$ cat src/rtl/mem_arb_pkg.sv
// Shared definitions for the two-port memory arbiter: FSM states and port ids.
package mem_arb_pkg;

  typedef enum logic {
    IDLE   = 1'b0,
    ACCESS = 1'b1
  } state_t;

  localparam logic PORT0 = 1'b0;
  localparam logic PORT1 = 1'b1;

endpackage

$ cat src/rtl/rr_arb2.sv
// Two-way round-robin grant: a lone requester always wins, and on contention
// the requester that was not granted last time wins.
module rr_arb2
  import mem_arb_pkg::*;
(
  input  logic [1:0] valid,
  input  logic       last_grant,
  output logic [1:0] grant
);

  // One-hot grant, or zero when nobody is asking.
  always_comb begin
    grant = 2'b00;
    case (valid)
      2'b01:   grant = 2'b01;
      2'b10:   grant = 2'b10;
      2'b11:   grant = (last_grant == PORT1) ? 2'b01 : 2'b10;
      default: grant = 2'b00;
    endcase
  end

endmodule

$ cat src/rtl/mem_arbiter.sv
// Two-requester arbiter in front of a single-ported word memory with
// combinational read data. Each access takes two cycles: accept, then access;
// the completion pulse overlaps the next acceptance window.
module mem_arbiter
  import mem_arb_pkg::*;
#(
  parameter int BIT_WIDTH = 32
) (
  input  logic                 clk,
  input  logic                 reset_n,
  input  logic                 req0_valid,
  input  logic                 req0_write,
  input  logic [BIT_WIDTH-1:0] req0_addr,
  input  logic [BIT_WIDTH-1:0] req0_wdata,
  output logic                 req0_ready,
  output logic                 req0_done,
  output logic [BIT_WIDTH-1:0] req0_rdata,
  input  logic                 req1_valid,
  input  logic                 req1_write,
  input  logic [BIT_WIDTH-1:0] req1_addr,
  input  logic [BIT_WIDTH-1:0] req1_wdata,
  output logic                 req1_ready,
  output logic                 req1_done,
  output logic [BIT_WIDTH-1:0] req1_rdata,
  output logic                 mem_write,
  output logic [BIT_WIDTH-1:0] mem_addr,
  output logic [BIT_WIDTH-1:0] mem_wdata,
  input  logic [BIT_WIDTH-1:0] mem_rdata
);

  state_t     state;
  logic       last_grant;
  logic       lat_port;
  logic [1:0] grant;

  rr_arb2 u_rr_arb2 (
    .valid      ({req1_valid, req0_valid}),
    .last_grant (last_grant),
    .grant      (grant)
  );

  // Ready only while idle and out of reset, so an access in flight blocks new requests.
  always_comb begin
    req0_ready = reset_n && (state == IDLE) && grant[0];
    req1_ready = reset_n && (state == IDLE) && grant[1];
  end

  // Accept/access FSM; mem_write doubles as the latched write flag during ACCESS.
  always_ff @(posedge clk or negedge reset_n) begin
    if (!reset_n) begin
      state      <= IDLE;
      last_grant <= PORT1;
      lat_port   <= PORT0;
      mem_write  <= 1'b0;
      mem_addr   <= '0;
      mem_wdata  <= '0;
      req0_done  <= 1'b0;
      req1_done  <= 1'b0;
      req0_rdata <= '0;
      req1_rdata <= '0;
    end else begin
      req0_done <= 1'b0;
      req1_done <= 1'b0;
      case (state)
        IDLE: begin
          if (grant[1]) begin
            lat_port   <= PORT1;
            last_grant <= PORT1;
            mem_write  <= req1_write;
            mem_addr   <= req1_addr;
            mem_wdata  <= req1_wdata;
            state      <= ACCESS;
          end else if (grant[0]) begin
            lat_port   <= PORT0;
            last_grant <= PORT0;
            mem_write  <= req0_write;
            mem_addr   <= req0_addr;
            mem_wdata  <= req0_wdata;
            state      <= ACCESS;
          end
        end
        ACCESS: begin
          mem_write <= 1'b0;
          state     <= IDLE;
          if (lat_port == PORT1) begin
            req1_done <= 1'b1;
            if (!mem_write) req1_rdata <= mem_rdata;
          end else begin
            req0_done <= 1'b1;
            if (!mem_write) req0_rdata <= mem_rdata;
          end
        end
        default: state <= IDLE;
      endcase
    end
  end

endmodule

$ cat config.mk
export PLATFORM = sky130hd
export DESIGN_NAME = mem_arbiter
export DESIGN_NICKNAME = d
export VERILOG_FILES = /design/src/rtl/mem_arb_pkg.sv /design/src/rtl/rr_arb2.sv /design/src/rtl/mem_arbiter.sv
export SDC_FILE = /design/constraint.sdc
export NUM_CORES = 1
export LEC_CHECK = 0
export CORE_MARGIN = 2
export CORE_UTILIZATION = 43
export DETAILED_ROUTE_END_ITERATION = 7
export HOLD_SLACK_MARGIN = 0.05
export PLACE_DENSITY = 0.95
export SYNTH_ARGS = -nofsm -noshare
export SYNTH_HDL_FRONTEND = slang
export SYNTH_SLANG_ARGS = --single-unit
$ cat constraint.sdc
create_clock -name clk -period 2.45 [get_ports clk]
set_input_delay 0.49 -clock clk [delete_from_list [all_inputs] [get_ports clk]]
set_output_delay 0.49 -clock clk [all_outputs]
set_load 0.02 [all_outputs]
==> results of run 1 <==
[cell usage after synthesis]
cell	number
a211oi_1	1
a21bo_2	1
a21boi_1	1
a21oi_1	1
a31oi_1	64
and2_1	1
and2b_1	1
and4b_1	1
buf_12	3
buf_2	16
buf_4	6
buf_6	5
clkbuf_1	6
dfrtp_1	133
dfstp_2	1
mux2_2	4
mux2_4	60
nand2_1	131
nand2b_1	3
nor2_1	65
nor2b_4	1
nor3_1	1
nor3b_1	1
o21ai_0	2
o21ba_2	1
[cells in the final DEF, fill, tap and decap left out, types with 2 or more instances in the layout]
cell / n
clkdlybuf4s50_1: 295
dfrtp_1: 133
nand2_1: 131
nor2_1: 65
a31oi_1: 64
mux2_4: 60
clkbuf_16: 17
buf_4: 8
buf_12: 5
mux2_2: 4
bufinv_16: 4
clkinvlp_4: 3
clkinv_2: 3
nand2b_1: 2
o21ai_0: 2
inv_6: 2
clkbuf_1: 2
dlygate4sd2_1: 2
[what timing repair did]
action	CTS	global route
hold buffers	1	0
gates resized for setup	2	0
endpoints found under the hold margin	4	0
endpoints found under the setup margin	2	0
setup buffers	0	0
[worst max-delay path, stage by stage]
cell and delay, ps:
clkdlybuf4s50_1 480, a21bo_2 230, nor3b_1 220, dlygate4sd2_1 360
[stage by stage]
| stage | setup TNS, ps | instance area [sq um] | utilization | instances |
|---|---|---|---|---|
| after CTS | 0 | 9570 | 0.723 | 994 |
| after global placement | -87.3 | 8940 | 0.675 | 961 |
| after detailed placement | -173 | 8940 | 0.675 | 961 |
| final | 0 | 9570 | 0.723 | 994 |
| after global routing | 0 | 9570 | 0.723 | 994 |
| after floorplan | 0 | 5820 | - | 510 |
[state kept, by name, indices dropped and copies added (netlist names)]
register    cells
req0_rdata     32
lat_port        1
mem_addr       32
req0_done       1
mem_wdata      32
req1_done       1
mem_write       1
state           1
req1_rdata     32
last_grant      1
[report_power, final]
group	total [W]	switching (W)	internal, W
combinational	0.00448	0.00206	0.00242
clock	0.00268	0.000944	0.00173
sequential	0.00349	0.000496	0.00299
[layout make-up]
| class | instances | area, sq um | area share |
|---|---|---|---|
| Sequential cell | 134 | 3350 | 0.351 |
| Multi-Input combinational cell | 340 | 2220 | 0.232 |
| Clock inverter | 12 | 175 | 0.0183 |
| Timing Repair Buffer | 312 | 3150 | 0.329 |
| Tap cell | 176 | 220 | 0.0230 |
| Clock buffer | 20 | 447 | 0.0467 |
[worst max path at each step]
stage                from  slack [ps]         end
3_5_place_dp   req1_valid        -110  req1_ready
6_report       req1_valid         180  req1_ready
3_3_place_gp   req1_valid         -70  req1_ready
2_1_floorplan  req1_valid         390  req1_ready
4_1_cts           reset_n         170  req0_ready
5_1_grt        req1_valid         130  req1_ready
[per-layer routing]
metal  GRT usage  vias up
met4      0.0930        0
li1            -     2315
met5           0        -
met2       0.439      252
met1       0.295     2397
met3      0.0788       36
[kinds of logic after synthesis]
family / share of synthesized area
AND/OR/NAND/NOR: 0.138
flip-flops: 0.576
AO/OA/AOI/OAI: 0.0774
multiplexers: 0.163
buffers and inverters: 0.0454
==> flow_summary.toml, run 1 <==
[routing]
via_per_inst = 5.03
final_antenna_net_count = 0
drc_errors = 0
route.layer.met1.wl_microns = 6810
drt_pre_antenna_iters = 4
maxUsedRoutingLayer = "met4"
drt_iter0_drc = 360
route.met2.wl_microns = 9140
drt-total-wl_microns = 17700
vias = 5000
routed_wire_length_per_instance_microns = 17.8
dr_wl_met3_microns = 1390

[yosys]
syn_area_per_cell_sq_um = 11.4
postSynthRegisterBits = 134
synth_cell_type_count = 25
postSynthCellCount = 510
synth_seq_area_share = 0.576
net_count_after_synthesis = 676
synth.top_cell.area_share = 0.572
post_synth_instance_area_sq_um = 5820
synth_area_leader_cell = "dfrtp_1"
post_synth_main_area_contributors = "dfrtp_1, mux2_4, nand2_1"
yosysWarningCount = 0

[setup_path]
worst_r2r_startpoint = "last_grant"
timing.critical_path.to_type = "output pin"
critPathArrivalTime_ps = 1780
r2r-end = "mem_wdata[26]"
timing.critical_path.fanout_max = 2
reg2reg_slack_ps = 630
timing.setup.critical_path_class = "input port to output pin"
critical_path.startpoint_type = "input port"
critPathRequiredTime_ps = 1960
r2r.worst_path.cells = 4

[hold_path]
hold_class = "input port to async pin"

[placed_design]
placement.io_buffers = 298
detailedPlace.worstSlack_ps = -106
globalplace.congestion = 0.776
detailed_place_hpwl_microns = 12600

[die]
top_level_ports = 299
row_count = 42
initial_utilization = 0.439
die_height_microns = 120
dieArea_sq_um = 14500
core_area_sq_um = 13200
die_w_microns = 120

[pwr]
ir_worst_vdd_v = 0.000465
power_per_cell_area_nw_per_um2 = 1110
power_leakage_nw = 4.15
fin_total_pwr_w = 0.0106

[sta]
worst-slew-pin-transition_ps = 756
hold_ws_ps = 455
timing.final.setup_violations = 0
finalHoldViolCount = 0
period_needed_ps = 2270
max-slew-margin-rel = 0.496
rsz0062_at_grt = "false"
max_freq_mhz = 440
slew_violations = 0
finClkSkew_ps = 9.61
timing.final.crit_share = 0.927
smallest_setup_slack_after_layout_ps = 178

[clock_tree]
worst_setup_hold_path_clk_slew_ps = 60
cts_h_tree_depth = 4
cts.sink_count = 134
tritoncts.num_buffers = 17
tritoncts = "yes"
latest_clock_arrival_within_the_worst_skew_pair_ps = 410
cts_root_buf = "clkbuf_16"
max-clock-path-buffers = 2

[final_layout]
post_route_cells_drive_above_1_share = 0.139
final_stage_net_count = 971
area_growth_syn_to_layout_pct = 64.4
fillers = 857
antennaDiodeCount = 0

[outcome]
run_status = "completed"

[global_routing]
grt_antenna_before_repair = 0
grtUsageTotal = 0.253
pin_count_of_the_biggest_net_entering_global_routing = 131
number_of_global_route_vias_before_repair = 5084
globalRoute.totalOverflow = 0
wire_length_of_the_first_global_routing_pass_microns = 28100

[job]
max_cap_viol_count = 0
No activity file was read; power rests on OpenSTA's default activity.
==> run 2: changes to the inputs <==
--- a/config.mk
+++ b/config.mk
@@ -5,11 +5,15 @@
 export SDC_FILE = /design/constraint.sdc
 export NUM_CORES = 1
 export LEC_CHECK = 0
+export CAP_MARGIN = 20
+export CELL_PAD_IN_SITES_DETAIL_PLACEMENT = 1
+export CELL_PAD_IN_SITES_GLOBAL_PLACEMENT = 1
 export CORE_MARGIN = 2
-export CORE_UTILIZATION = 43
+export CORE_UTILIZATION = 32
 export DETAILED_ROUTE_END_ITERATION = 7
 export HOLD_SLACK_MARGIN = 0.05
 export PLACE_DENSITY = 0.95
+export SLEW_MARGIN = 20
 export SYNTH_ARGS = -nofsm -noshare
 export SYNTH_HDL_FRONTEND = slang
 export SYNTH_SLANG_ARGS = --single-unit
==> run 2 against run 1 <==
  * Setup slack better by 71 ps
  * Maximum frequency up 3.2%
  * Sequential power about the same
  * Critical path depth unchanged
  * Die area up 33%
  * Clock power up 2%
  * Count of clock-buffer cells in the layout down 2
  * Via count up 0.42%
  * Hold slack worse by 240 ps
  * Flip-flop and latch count unchanged
==> flow_summary.toml, run 2 (synthesized netlist as in run 1, its figures left out) <==
[outcome]
run_status = "completed"

[global_routing]
grt_antenna_before_repair = 0
number_of_global_route_vias_before_repair = 5538
wire_length_of_the_first_global_routing_pass_microns = 31100
globalRoute.totalOverflow = 0
pin_count_of_the_biggest_net_entering_global_routing = 135
grtUsageTotal = 0.207

[clock_tree]
max-clock-path-buffers = 2
post_cts_hold_buffer_count = 0
cts_root_buf = "clkbuf_16"
cts.sink_count = 134
cts_h_tree_depth = 4
tritoncts.num_buffers = 17
latest_clock_arrival_within_the_worst_skew_pair_ps = 420
tritoncts = "yes"
postCtsSetupBuffers = 0
worst_setup_hold_path_clk_slew_ps = 60

[setup_path]
timing.critical_path.fanout_max = 2
timing.critical_path.to_type = "output pin"
critPathRequiredTime_ps = 1960
critical_path.startpoint_type = "input port"
crit_end = "req1_ready"
r2r-end = "mem_wdata[19]"
reg2reg_slack_ps = 600
critPathArrivalTime_ps = 1710
r2r.worst_path.cells = 4
timing.setup.critical_path_class = "input port to output pin"
startpoint = "req1_valid"
critical-path-max-stage-delay_ps = 470
cp_cell_sequence = "clkdlybuf4s50_1 -> a21bo_2 -> nor3b_1 -> dlygate4sd2_1"
worst_r2r_startpoint = "last_grant"
crit_slowest_cell = "clkdlybuf4s50_1"

[routing]
drc_errors = 0
drt_pre_antenna_iters = 6
drt_iter0_drc = 150
via_per_inst = 4.81
vias = 5021
drt-total-wl_microns = 19700
routed_wire_length_per_instance_microns = 18.9
final_antenna_net_count = 0

[die]
top_level_ports = 299
die_height_microns = 139
core_area_sq_um = 17900
dieArea_sq_um = 19300
initial_utilization = 0.325
row_count = 49
die_w_microns = 139

[placed_design]
globalplace.congestion = 0.772
placement.io_buffers = 298
detailedPlace.worstSlack_ps = -53.4
detailed_place_hpwl_microns = 14100

[final_layout]
fillers = 1900
final_stage_net_count = 968
most-common-layout-cells = "clkdlybuf4s50_1, dfrtp_1, nand2_1"
area_growth_syn_to_layout_pct = 65.2
multi_input_area_sq_um = 2220
regArea_sq_um = 3350
layout.cells.most_common = "clkdlybuf4s50_1"
share_of_the_core_filled_with_cells = 0.537
antennaDiodeCount = 0
post_route_cells_drive_above_1_share = 0.141

[sta]
max-slew-margin-rel = 0.510
smallest_setup_slack_after_layout_ps = 249
slew_violations = 0
timing.final.crit_share = 0.898
period_needed_ps = 2200
worst-slew-pin-transition_ps = 735
total_neg_setup_slack_ps = 0
rsz0062_at_grt = "false"
finalHoldViolCount = 0
timing.final.setup_violations = 0
max_freq_mhz = 454
finClkSkew_ps = 16.7

[hold_path]
hold_class = "input port to async pin"

[pwr]
ir_worst_vdd_v = 0.000723
fin_total_pwr_w = 0.0107
power_per_cell_area_nw_per_um2 = 1110
power_leakage_nw = 4.14

[job]
max_cap_viol_count = 0
-- run 2: power breakdown --
part | internal [W] | leakage (nW) | switching (W)
Sequential | 0.00299 | 1.54 | 0.000500
Combinational | 0.00241 | 2.30 | 0.00206
Clock | 0.00166 | 0.302 | 0.00108
Total | 0.00707 | 4.14 | 0.00365
-- run 2: metal layers --
layer	GRT usage	wire length, microns
met2	0.357	10000
met4	0.0797	481
met5	0	0
met1	0.242	7950
met3	0.0628	1250
-- run 2: layout make-up --
type                            instances  share of cell area
Tap cell                              229              0.0298
Clock buffer                           18              0.0457
Timing Repair Buffer                  309               0.325
Sequential cell                       134               0.349
Multi-Input combinational cell        340               0.231
Clock inverter                         14              0.0196
-- run 2: metrics by stage --
step / hold WS (ps) / area [sq um] / std cells
after floorplan: 194 / 5820 / 510
after global placement: 476 / 8990 / 1012
after detailed placement: 495 / 8990 / 1012
after CTS: 256 / 9620 / 1044
after global routing: 279 / 9620 / 1044
final: 218 / 9620 / 1044
-- run 2: worst max-delay path, delay by kind of cell --
family	cells	cell delay, ps
compound gates	1	230
simple gates	1	170
buf+inv	2	820
-- run 2: what timing repair did --
item	in CTS	in global routing
resized for setup	1	0
endpoints found under the hold margin	0	0
endpoints found under the setup margin	1	0
-- run 2: worst min-delay path by stage --
stage / startpoint / end / slack, ps
floorplan: reset_n / lat_port / 190
global placement: lat_port / lat_port / 480
detailed placement: req0_rdata[10] / req0_rdata[10] / 490
CTS: reset_n / mem_wdata[12] / 260
global route: reset_n / mem_wdata[11] / 280
finish: reset_n / mem_wdata[12] / 220
==> run 3: changes to the inputs <==
--- a/config.mk
+++ b/config.mk
@@ -10,6 +10,7 @@
 export CELL_PAD_IN_SITES_GLOBAL_PLACEMENT = 1
 export CORE_MARGIN = 2
 export CORE_UTILIZATION = 32
+export CTS_BUF_LIST = sky130_fd_sc_hd__clkbuf_4 sky130_fd_sc_hd__clkbuf_8 sky130_fd_sc_hd__clkbuf_16
 export DETAILED_ROUTE_END_ITERATION = 7
 export HOLD_SLACK_MARGIN = 0.05
 export PLACE_DENSITY = 0.95
==> results of run 3 <==
Final layout, timing and power as in run 2 (identical DEF).
